$ cat src/rtl/npu_bram_pkg.sv
// Shared types and bank decode for the BRAM bank crossbar.
// BRAM_XBAR_INTERLEAVE_EN selects low-order interleave instead of high-bit bank select.
package npu_bram_pkg;

  localparam int unsigned MST_ID_W   = 4;
  localparam int unsigned BANK_SEL_W = 4;
  localparam int unsigned ADDR_MAX_W = 64;

  typedef logic [BANK_SEL_W-1:0] bank_sel_t;
  typedef logic [MST_ID_W-1:0]   mst_id_t;

  typedef struct packed {
    logic    vld;
    mst_id_t id;
  } rd_track_t;

  function automatic bank_sel_t bank_decode(input logic [ADDR_MAX_W-1:0] addr,
                                            input int unsigned addr_w,
                                            input int unsigned sel_w);
    logic [ADDR_MAX_W-1:0] mask;
    mask = (ADDR_MAX_W'(1) << sel_w) - ADDR_MAX_W'(1);
`ifdef BRAM_XBAR_INTERLEAVE_EN
    return bank_sel_t'(addr & mask & {ADDR_MAX_W{addr_w != 0}});
`else
    return bank_sel_t'((addr >> (addr_w - sel_w)) & mask);
`endif
  endfunction

endpackage

$ cat src/rtl/rr_arbiter.sv
// Round-robin arbiter: first requester at or after the pointer wins,
// pointer moves past the winner when adv is set and a grant is made.
module rr_arbiter #(
  parameter int N = 2,
  localparam int ID_W = (N > 1) ? $clog2(N) : 1
) (
  input  logic            clk,
  input  logic            rst,
  input  logic [N-1:0]    req,
  input  logic            adv,
  output logic [N-1:0]    gnt,
  output logic [ID_W-1:0] gnt_id
);

  logic [ID_W-1:0] ptr;
  logic            found;
  int              idx;

  always_comb begin
    gnt    = '0;
    gnt_id = '0;
    found  = 1'b0;
    idx    = 0;
    if (!rst) begin
      for (int k = 0; k < N; k++) begin
        idx = (int'(ptr) + k) % N;
        if (!found && req[idx]) begin
          found       = 1'b1;
          gnt[idx]    = 1'b1;
          gnt_id      = ID_W'(idx);
        end
      end
    end
  end

  always_ff @(posedge clk) begin
    if (rst) begin
      ptr <= '0;
    end else if (adv && found) begin
      ptr <= ID_W'((int'(gnt_id) + 1) % N);
    end
  end

endmodule

$ cat src/rtl/bram_bank_xbar.sv
// Multi-master crossbar over single-port BRAM banks with per-bank round-robin
// and fixed-latency read return. BRAM_XBAR_INTERLEAVE_EN selects low-order interleave.
module bram_bank_xbar
  import npu_bram_pkg::*;
#(
  parameter int ADDR_WIDTH      = 32,
  parameter int DATA_WIDTH      = 32,
  parameter int BANK_NUM        = 4,
  parameter int MST_NUM         = 2,
  parameter int RD_LAT          = 1,
  parameter int BANK_ADDR_WIDTH = ADDR_WIDTH - $clog2(BANK_NUM)
) (
  input  logic                                      clk,
  input  logic                                      rst,
  input  logic [MST_NUM-1:0]                        m_valid,
  output logic [MST_NUM-1:0]                        m_ready,
  input  logic [MST_NUM-1:0][ADDR_WIDTH-1:0]        m_addr,
  input  logic [MST_NUM-1:0][DATA_WIDTH-1:0]        m_wdata,
  input  logic [MST_NUM-1:0]                        m_we,
  output logic [MST_NUM-1:0]                        m_rvalid,
  output logic [MST_NUM-1:0][DATA_WIDTH-1:0]        m_rdata,
  output logic [BANK_NUM-1:0][BANK_ADDR_WIDTH-1:0]  bram_addr,
  output logic [BANK_NUM-1:0][DATA_WIDTH-1:0]       bram_wdata,
  output logic [BANK_NUM-1:0]                       bram_we,
  output logic [BANK_NUM-1:0]                       bram_en,
  input  logic [BANK_NUM-1:0][DATA_WIDTH-1:0]       bram_rdata
);

  localparam int SEL_W = $clog2(BANK_NUM);
  localparam int ID_W  = (MST_NUM > 1) ? $clog2(MST_NUM) : 1;

  bank_sel_t                  m_bank  [MST_NUM];
  logic [BANK_ADDR_WIDTH-1:0] m_baddr [MST_NUM];
  logic [MST_NUM-1:0]         bank_req [BANK_NUM];
  logic [MST_NUM-1:0]         gnt      [BANK_NUM];
  logic [ID_W-1:0]            gnt_id   [BANK_NUM];
  rd_track_t                  rd_pipe  [BANK_NUM][RD_LAT];

  always_comb begin
    for (int i = 0; i < MST_NUM; i++) begin
      m_bank[i] = bank_decode(ADDR_MAX_W'(m_addr[i]), ADDR_WIDTH, SEL_W);
`ifdef BRAM_XBAR_INTERLEAVE_EN
      m_baddr[i] = m_addr[i][ADDR_WIDTH-1:SEL_W];
`else
      m_baddr[i] = m_addr[i][BANK_ADDR_WIDTH-1:0];
`endif
    end
  end

  always_comb begin
    for (int b = 0; b < BANK_NUM; b++) begin
      bank_req[b] = '0;
      for (int i = 0; i < MST_NUM; i++) begin
        bank_req[b][i] = m_valid[i] && (m_bank[i] == bank_sel_t'(b));
      end
    end
  end

  for (genvar b = 0; b < BANK_NUM; b++) begin : g_bank
    rr_arbiter #(.N(MST_NUM)) u_arb (
      .clk    (clk),
      .rst    (rst),
      .req    (bank_req[b]),
      .adv    (1'b1),
      .gnt    (gnt[b]),
      .gnt_id (gnt_id[b])
    );
  end

  // A master decodes to exactly one bank, so OR-ing grants never double-counts.
  always_comb begin
    m_ready = '0;
    for (int b = 0; b < BANK_NUM; b++) begin
      m_ready = m_ready | gnt[b];
    end
  end

  always_comb begin
    for (int b = 0; b < BANK_NUM; b++) begin
      bram_en[b]    = |gnt[b];
      bram_we[b]    = 1'b0;
      bram_addr[b]  = '0;
      bram_wdata[b] = '0;
      if (bram_en[b]) begin
        bram_we[b]    = m_we[gnt_id[b]];
        bram_addr[b]  = m_baddr[gnt_id[b]];
        bram_wdata[b] = m_wdata[gnt_id[b]];
      end
    end
  end

  always_ff @(posedge clk) begin
    for (int b = 0; b < BANK_NUM; b++) begin
      if (rst) begin
        for (int k = 0; k < RD_LAT; k++) begin
          rd_pipe[b][k] <= '0;
        end
      end else begin
        rd_pipe[b][0] <= '{vld: bram_en[b] & ~bram_we[b], id: mst_id_t'(gnt_id[b])};
        for (int k = 1; k < RD_LAT; k++) begin
          rd_pipe[b][k] <= rd_pipe[b][k-1];
        end
      end
    end
  end

  // Reset also masks the tail so a latency-1 read cannot surface during reset.
  always_comb begin
    m_rvalid = '0;
    m_rdata  = '0;
    if (!rst) begin
      for (int b = 0; b < BANK_NUM; b++) begin
        for (int i = 0; i < MST_NUM; i++) begin
          if (rd_pipe[b][RD_LAT-1].vld && rd_pipe[b][RD_LAT-1].id == mst_id_t'(i)) begin
            m_rvalid[i] = 1'b1;
            m_rdata[i]  = bram_rdata[b];
          end
        end
      end
    end
  end

endmodule

$ cat config.mk
export PLATFORM = sky130hd
export DESIGN_NAME = bram_bank_xbar
export DESIGN_NICKNAME = d
export VERILOG_FILES = /design/src/rtl/npu_bram_pkg.sv /design/src/rtl/rr_arbiter.sv /design/src/rtl/bram_bank_xbar.sv
export SDC_FILE = /design/constraint.sdc
export NUM_CORES = 1
export LEC_CHECK = 0
export ABC_CLOCK_PERIOD_IN_PS = 4160
export CAP_MARGIN = 20
export CORE_AREA = 2 2 225 227
export CTS_CLUSTER_SIZE = 25
export DETAILED_ROUTE_END_ITERATION = 6
export DIE_AREA = 0 0 227 229
export GPL_TIMING_DRIVEN = 0
export PLACE_DENSITY_LB_ADDON = 0.05
export SLEW_MARGIN = 20
export SYNTH_ARGS = -nofsm -noshare
export SYNTH_HDL_FRONTEND = slang
export SYNTH_SLANG_ARGS = --single-unit
$ cat constraint.sdc
create_clock -name clk -period 4.16 [get_ports clk]
set_input_delay 0.832 -clock clk [delete_from_list [all_inputs] [get_ports clk]]
set_output_delay 0.832 -clock clk [all_outputs]
set_load 0.03 [all_outputs]
Yosys cells after proc, flatten, opt, wreduce, memory -nomap -nowiden
Memories as Yosys holds them, arrays and structs flattened. Cells that the tools add are included.

Register bits: 4. Bits in writable memories: 8. Output and inout bits: 324. Logic and storage cells: 261. Memories: 1.

$add $sub $neg: 8. $lt $le $gt $ge: 24. Equal/unequal tests: 10. Muxes and demuxes: 145. Bitwise logic cells: 27. Reduce and logical (&&, ||, !) cells: 42.

Memories: rd_pipe (words 4, width 2, rd ports 4, clocked after memory_dff 0, wr ports 4, RTL line bram_bank_xbar.sv:37) `rd_track_t rd_pipe [BANK_NUM][RD_LAT];`.

Operator list (number): $mux W32 (20); $mux W30 (16); $mux W1 (79); $mux W64 (1); $mux W2 (21); $logic_and A1 B1 Y1 (28); $logic_not A4 Y1 (6); $eq A4 B1 Y1 const B (4); $lt A1 B2 Y1 const B (8); $or A2 B2 Y2 (7); $lt A2 B3 Y1 const B (4); $add A1 B1 Y1 const B (8); $demux W1 S1 (8); $eq A2 B2 Y1 const B (4); $ge A2 B1 Y1 const B (4); $ge A2 B2 Y1 const B (4); $not A1 Y2 (4); $reduce_or A2 Y1 (4); $and A1 B1 Y1 (4); $and A1 B1 Y1 const A (4); $eq A2 B1 Y1 const B (2); $ge A1 B1 Y1 const B (4); $logic_not A1 Y1 (4); $not A1 Y1 (4); $or A1 B1 Y1 (4).

Longest topological paths before layout
Depth after elaboration: 16. Mapped depth: 6. Mapped depth without buffers: 4.

By module
Synthesis repeated with hierarchy kept, for this count alone.

Cells, all modules: 1063. Area total of the unflattened synthesis: 7389.6 µm².

Modules (own cells, without submodules): bram_bank_xbar (instances 1, cells each 1027, area an instance 7064.3 µm², sequential area each 160.2 µm²); rr_arbiter (instances 4, cells each 9, area an instance 81.3 µm², sequential area each 20.0 µm²).

Worst setup path after synthesis
Ideal clock, no wire load.

Kind: input -> output. Start point: in rst. End point: out m_rdata[30] in the netlist's numbering. Arrival: 2.275 ns. Required time: 3.328 ns. Setup slack: 1.053 ns. Stages on the path: 5. Buffers on the path: 3. Cell sequence: buf_2 -> buf_2 -> clkbuf_1 -> o21bai_1 -> a311oi_1.

RTL lines: start, declared (RTL line bram_bank_xbar.sv:14) `input logic rst,`; end, declared (RTL line bram_bank_xbar.sv:21) `output logic [MST_NUM-1:0][DATA_WIDTH-1:0] m_rdata,`.

==> results.py <==
metrics = {
    "run_status": {
        "status": "complete, no violations",
    },
    "drt": {
        "avgRoutedWirePerCell_um": 28.8,
        "antenna_left": 0,
        "vias": 14400,
        "drt-total-wl_mm": 77.3,
        "viasPerCell": 5.37,
        "drc_errors": 0,
        "drtPass1Iterations": 6,
        "drt_iter0_drc": 1287,
    },
    "setup_path": {
        "crit_fanout": 10,
        "cp.arrival_ns": 3.25,
        "cp.required_ns": 3.33,
        "critical_path_class": "input pin to output pin",
        "crit_path_start_kind": "input pin",
        "cp-end-kind": "output pin",
    },
    "synth": {
        "ys_warn_count": 0,
        "synth.avg_cell_area_um2": 5.46,
        "ys_types": 38,
        "synthTopCellsByArea": "nand3_1 19%, a21oi_1 17%, o21ai_0 8.8%",
        "ys_seq_area_share_pct": 3.14,
        "async_reset_ff_share_pct": 0,
        "syn-cell-area_mm2": 0.00766,
        "synth-edff-count": 0,
        "synthFlopType": "dfxtp_1",
        "synth_top_cell_by_area": "nand3_1",
        "synthesis.nets": 1664,
        "yosys_register_bits": 12,
        "synth_top_area_share_pct": 18.7,
        "synth_cells": 1402,
    },
    "final_layout": {
        "final_util_pct": 29.3,
        "drive_above_1_share_pct": 9.84,
        "layout_commonest_cell": "clkdlybuf4s50_1",
        "num-nets-final": 2265,
        "mostFrequentLayoutCells": "326 x clkdlybuf4s50_1, 286 x nand3_1, 251 x a21oi_1",
        "area_growth_syn_to_layout_pct": 90.4,
        "fin_cells": 2683,
    },
    "power": {
        "clockPowerShare_pct": 12.4,
        "p_seq_share_pct": 7.7,
        "swShare_pct": 53.0,
        "p_int_w": 0.000760,
        "power_density_mw_per_mm2": 111,
        "leakagePower_nw": 6.55,
        "ir_drop_mv": 0.0740,
        "combPwrFrac_pct": 79.9,
        "finalPower_w": 0.00162,
        "power.switching_w": 0.000856,
    },
    "timing": {
        "fin_crit_ns": 4.09,
        "setup_viol": 0,
        "fmax_mhz": 245,
        "rsz0062_at_grt": "true",
        "worst_slack_ns": 0.0748,
        "fin_skew_ns": 0.000836,
        "period_share_pct": 98.2,
        "tns_ns": 0,
        "relSlewSlack_pct": 52.3,
        "worst_slew_pin_slew_ns": 0.716,
        "slew_viol_final": 0,
        "hold_viol_final": 0,
    },
    "clocking": {
        "cts_hold_buf": 0,
        "cts-buffers-inserted": 3,
        "clock_path_buffers": 2,
        "clockRootBuffer": "clkbuf_16",
        "clk_latency_ns": 0.24,
        "clock_sinks": 12,
        "cts-htree-levels": 1,
        "cts_tree": "yes",
        "path_clk_slew_ns": 0.05,
    },
    "floorplanning": {
        "dieHeight_um": 229,
        "dieArea_mm2": 0.0520,
        "ioPinCount": 586,
        "start_util_pct": 15.4,
        "die_x_um": 227,
        "core_mm2": 0.0497,
        "std_cell_rows": 82,
    },
    "global_routing": {
        "grt_max_degree": 11,
        "first_global_vias": 14100,
        "grt_usage_pct": 28.1,
        "overflow": 0,
        "antenna_found_initial": 12,
        "grt_pass1_wl_mm": 108,
    },
    "place": {
        "port_buffers": 585,
        "numPlacedInstances": 2659,
        "place_congestion": 0.886,
        "dpl.hpwl_mm": 59.0,
        "place_ws_ns": -0.858,
    },
    "run": {
        "maxCapViolCount": 0,
    },
    "min_path": {
        "hp-class": "flop to flop",
    },
}
==> path summary, 6_finish.rpt <==
check / cells after the start / from / slack, ns / to
setup / recovery: 8 / m_valid[1] / 0.07 / bram_addr[105]
setup reg to reg: 4 / g_bank[0].u_arb.ptr / 2.52 / g_bank[0].u_arb.ptr
hold / removal: 2 / g_bank[3].u_arb.ptr / 0.55 / g_bank[3].u_arb.ptr
hold reg to reg: 2 / g_bank[3].u_arb.ptr / 0.55 / g_bank[3].u_arb.ptr
==> cell families (layout without fill, tap and decap cells) <==
group | count (synthesis) | count (layout) | share of synthesized area [%]
AO/OA/AOI/OAI | 677 | 677 | 50.9
AND/OR/NAND/NOR | 499 | 499 | 33.6
buffers and inverters | 214 | 814 | 12.4
flip-flops | 12 | 12 | 3.14
other | 0 | 9 | 0
==> state kept, by name (all words and copies together), names as in the netlist <==
signal	flops
g_bank.u_arb.ptr	4
rd_pipe	8
==> stage by stage <==
stage | hold slack (ns) | instance area, um^2
5_1_grt | 0.596 | 14600
6_report | 0.548 | 14600
3_3_place_gp | 0.532 | 14400
3_5_place_dp | 0.537 | 14400
2_1_floorplan | 0.486 | 7660
4_1_cts | 0.550 | 14500
==> critical path, stage by stage <==
cell	delay (ns)
clkdlybuf4s50_1	0.56
buf_4	0.20
and4b_1	0.21
buf_2	0.27
buf_4	0.28
nand3_1	0.10
a21oi_1	0.34
clkdlybuf4s15_1	0.45
==> metal layers <==
metal	vias to the layer above	global-route usage, %	part of all wire, %
met5	-	0	0.056
met3	112	6.97	8.9
met4	6	7.66	3.1
met2	781	48.4	48
met1	7043	34.6	40
li1	6469	-	-
==> power groups by stage <==
| stage | combinational [W] | clock (W) | sequential [W] |
|---|---|---|---|
| final | 0.00129 | 0.000200 | 0.000124 |
| after global routing | 0.00136 | 0.000211 | 0.000124 |
| after CTS | 0.00128 | 0.000202 | 0.000124 |
| after detailed placement | 0.00130 | 0 | 0.000126 |
| after global placement | 0.00130 | 0 | 0.000126 |
| after floorplan | 0.000558 | 0 | 0.000124 |
==> final cells by class <==
| cell class | count | area (um^2) |
|---|---|---|
| diodes | 9 | 22.5 |
| plain buffers | 208 | 1060 |
| clock buffers | 4 | 88.8 |
| fillers | 5724 | 35100 |
| inverters | 5 | 18.8 |
| multi-input cells | 1176 | 6490 |
| flip-flops and latches | 12 | 240 |
| well taps | 672 | 841 |
| repair buffers | 597 | 5810 |
==> Yosys cell counts (3+ instances only) <==
| master | number |
|---|---|
| nor3b_1 | 3 |
| o21ai_0 | 134 |
| a22o_1 | 3 |
| dfxtp_1 | 12 |
| nor3_1 | 32 |
| nand3b_1 | 4 |
| o211ai_1 | 32 |
| inv_2 | 4 |
| and4bb_1 | 4 |
| and3b_1 | 3 |
| a311oi_1 | 64 |
| and3_1 | 34 |
| nand2_1 | 66 |
| buf_2 | 61 |
| nor2_1 | 43 |
| nand2b_1 | 5 |
| o21ai_1 | 118 |
| buf_4 | 3 |
| o21bai_1 | 33 |
| clkbuf_1 | 125 |
| a21o_1 | 3 |
| a21boi_0 | 4 |
| a21boi_1 | 28 |
| a21oi_1 | 256 |
| nand4bb_1 | 4 |
| nand3_1 | 286 |
| nor2b_1 | 3 |
| buf_1 | 12 |
| buf_6 | 8 |
| and2_1 | 3 |
==> what timing repair did <==
action                                  4_1_cts  5_1_grt
setup buffers                                12        0
gates resized for setup                     296      115
pin swaps                                     2        0
endpoints found under the setup margin      260       92
(Power assumes the default switching activity.)
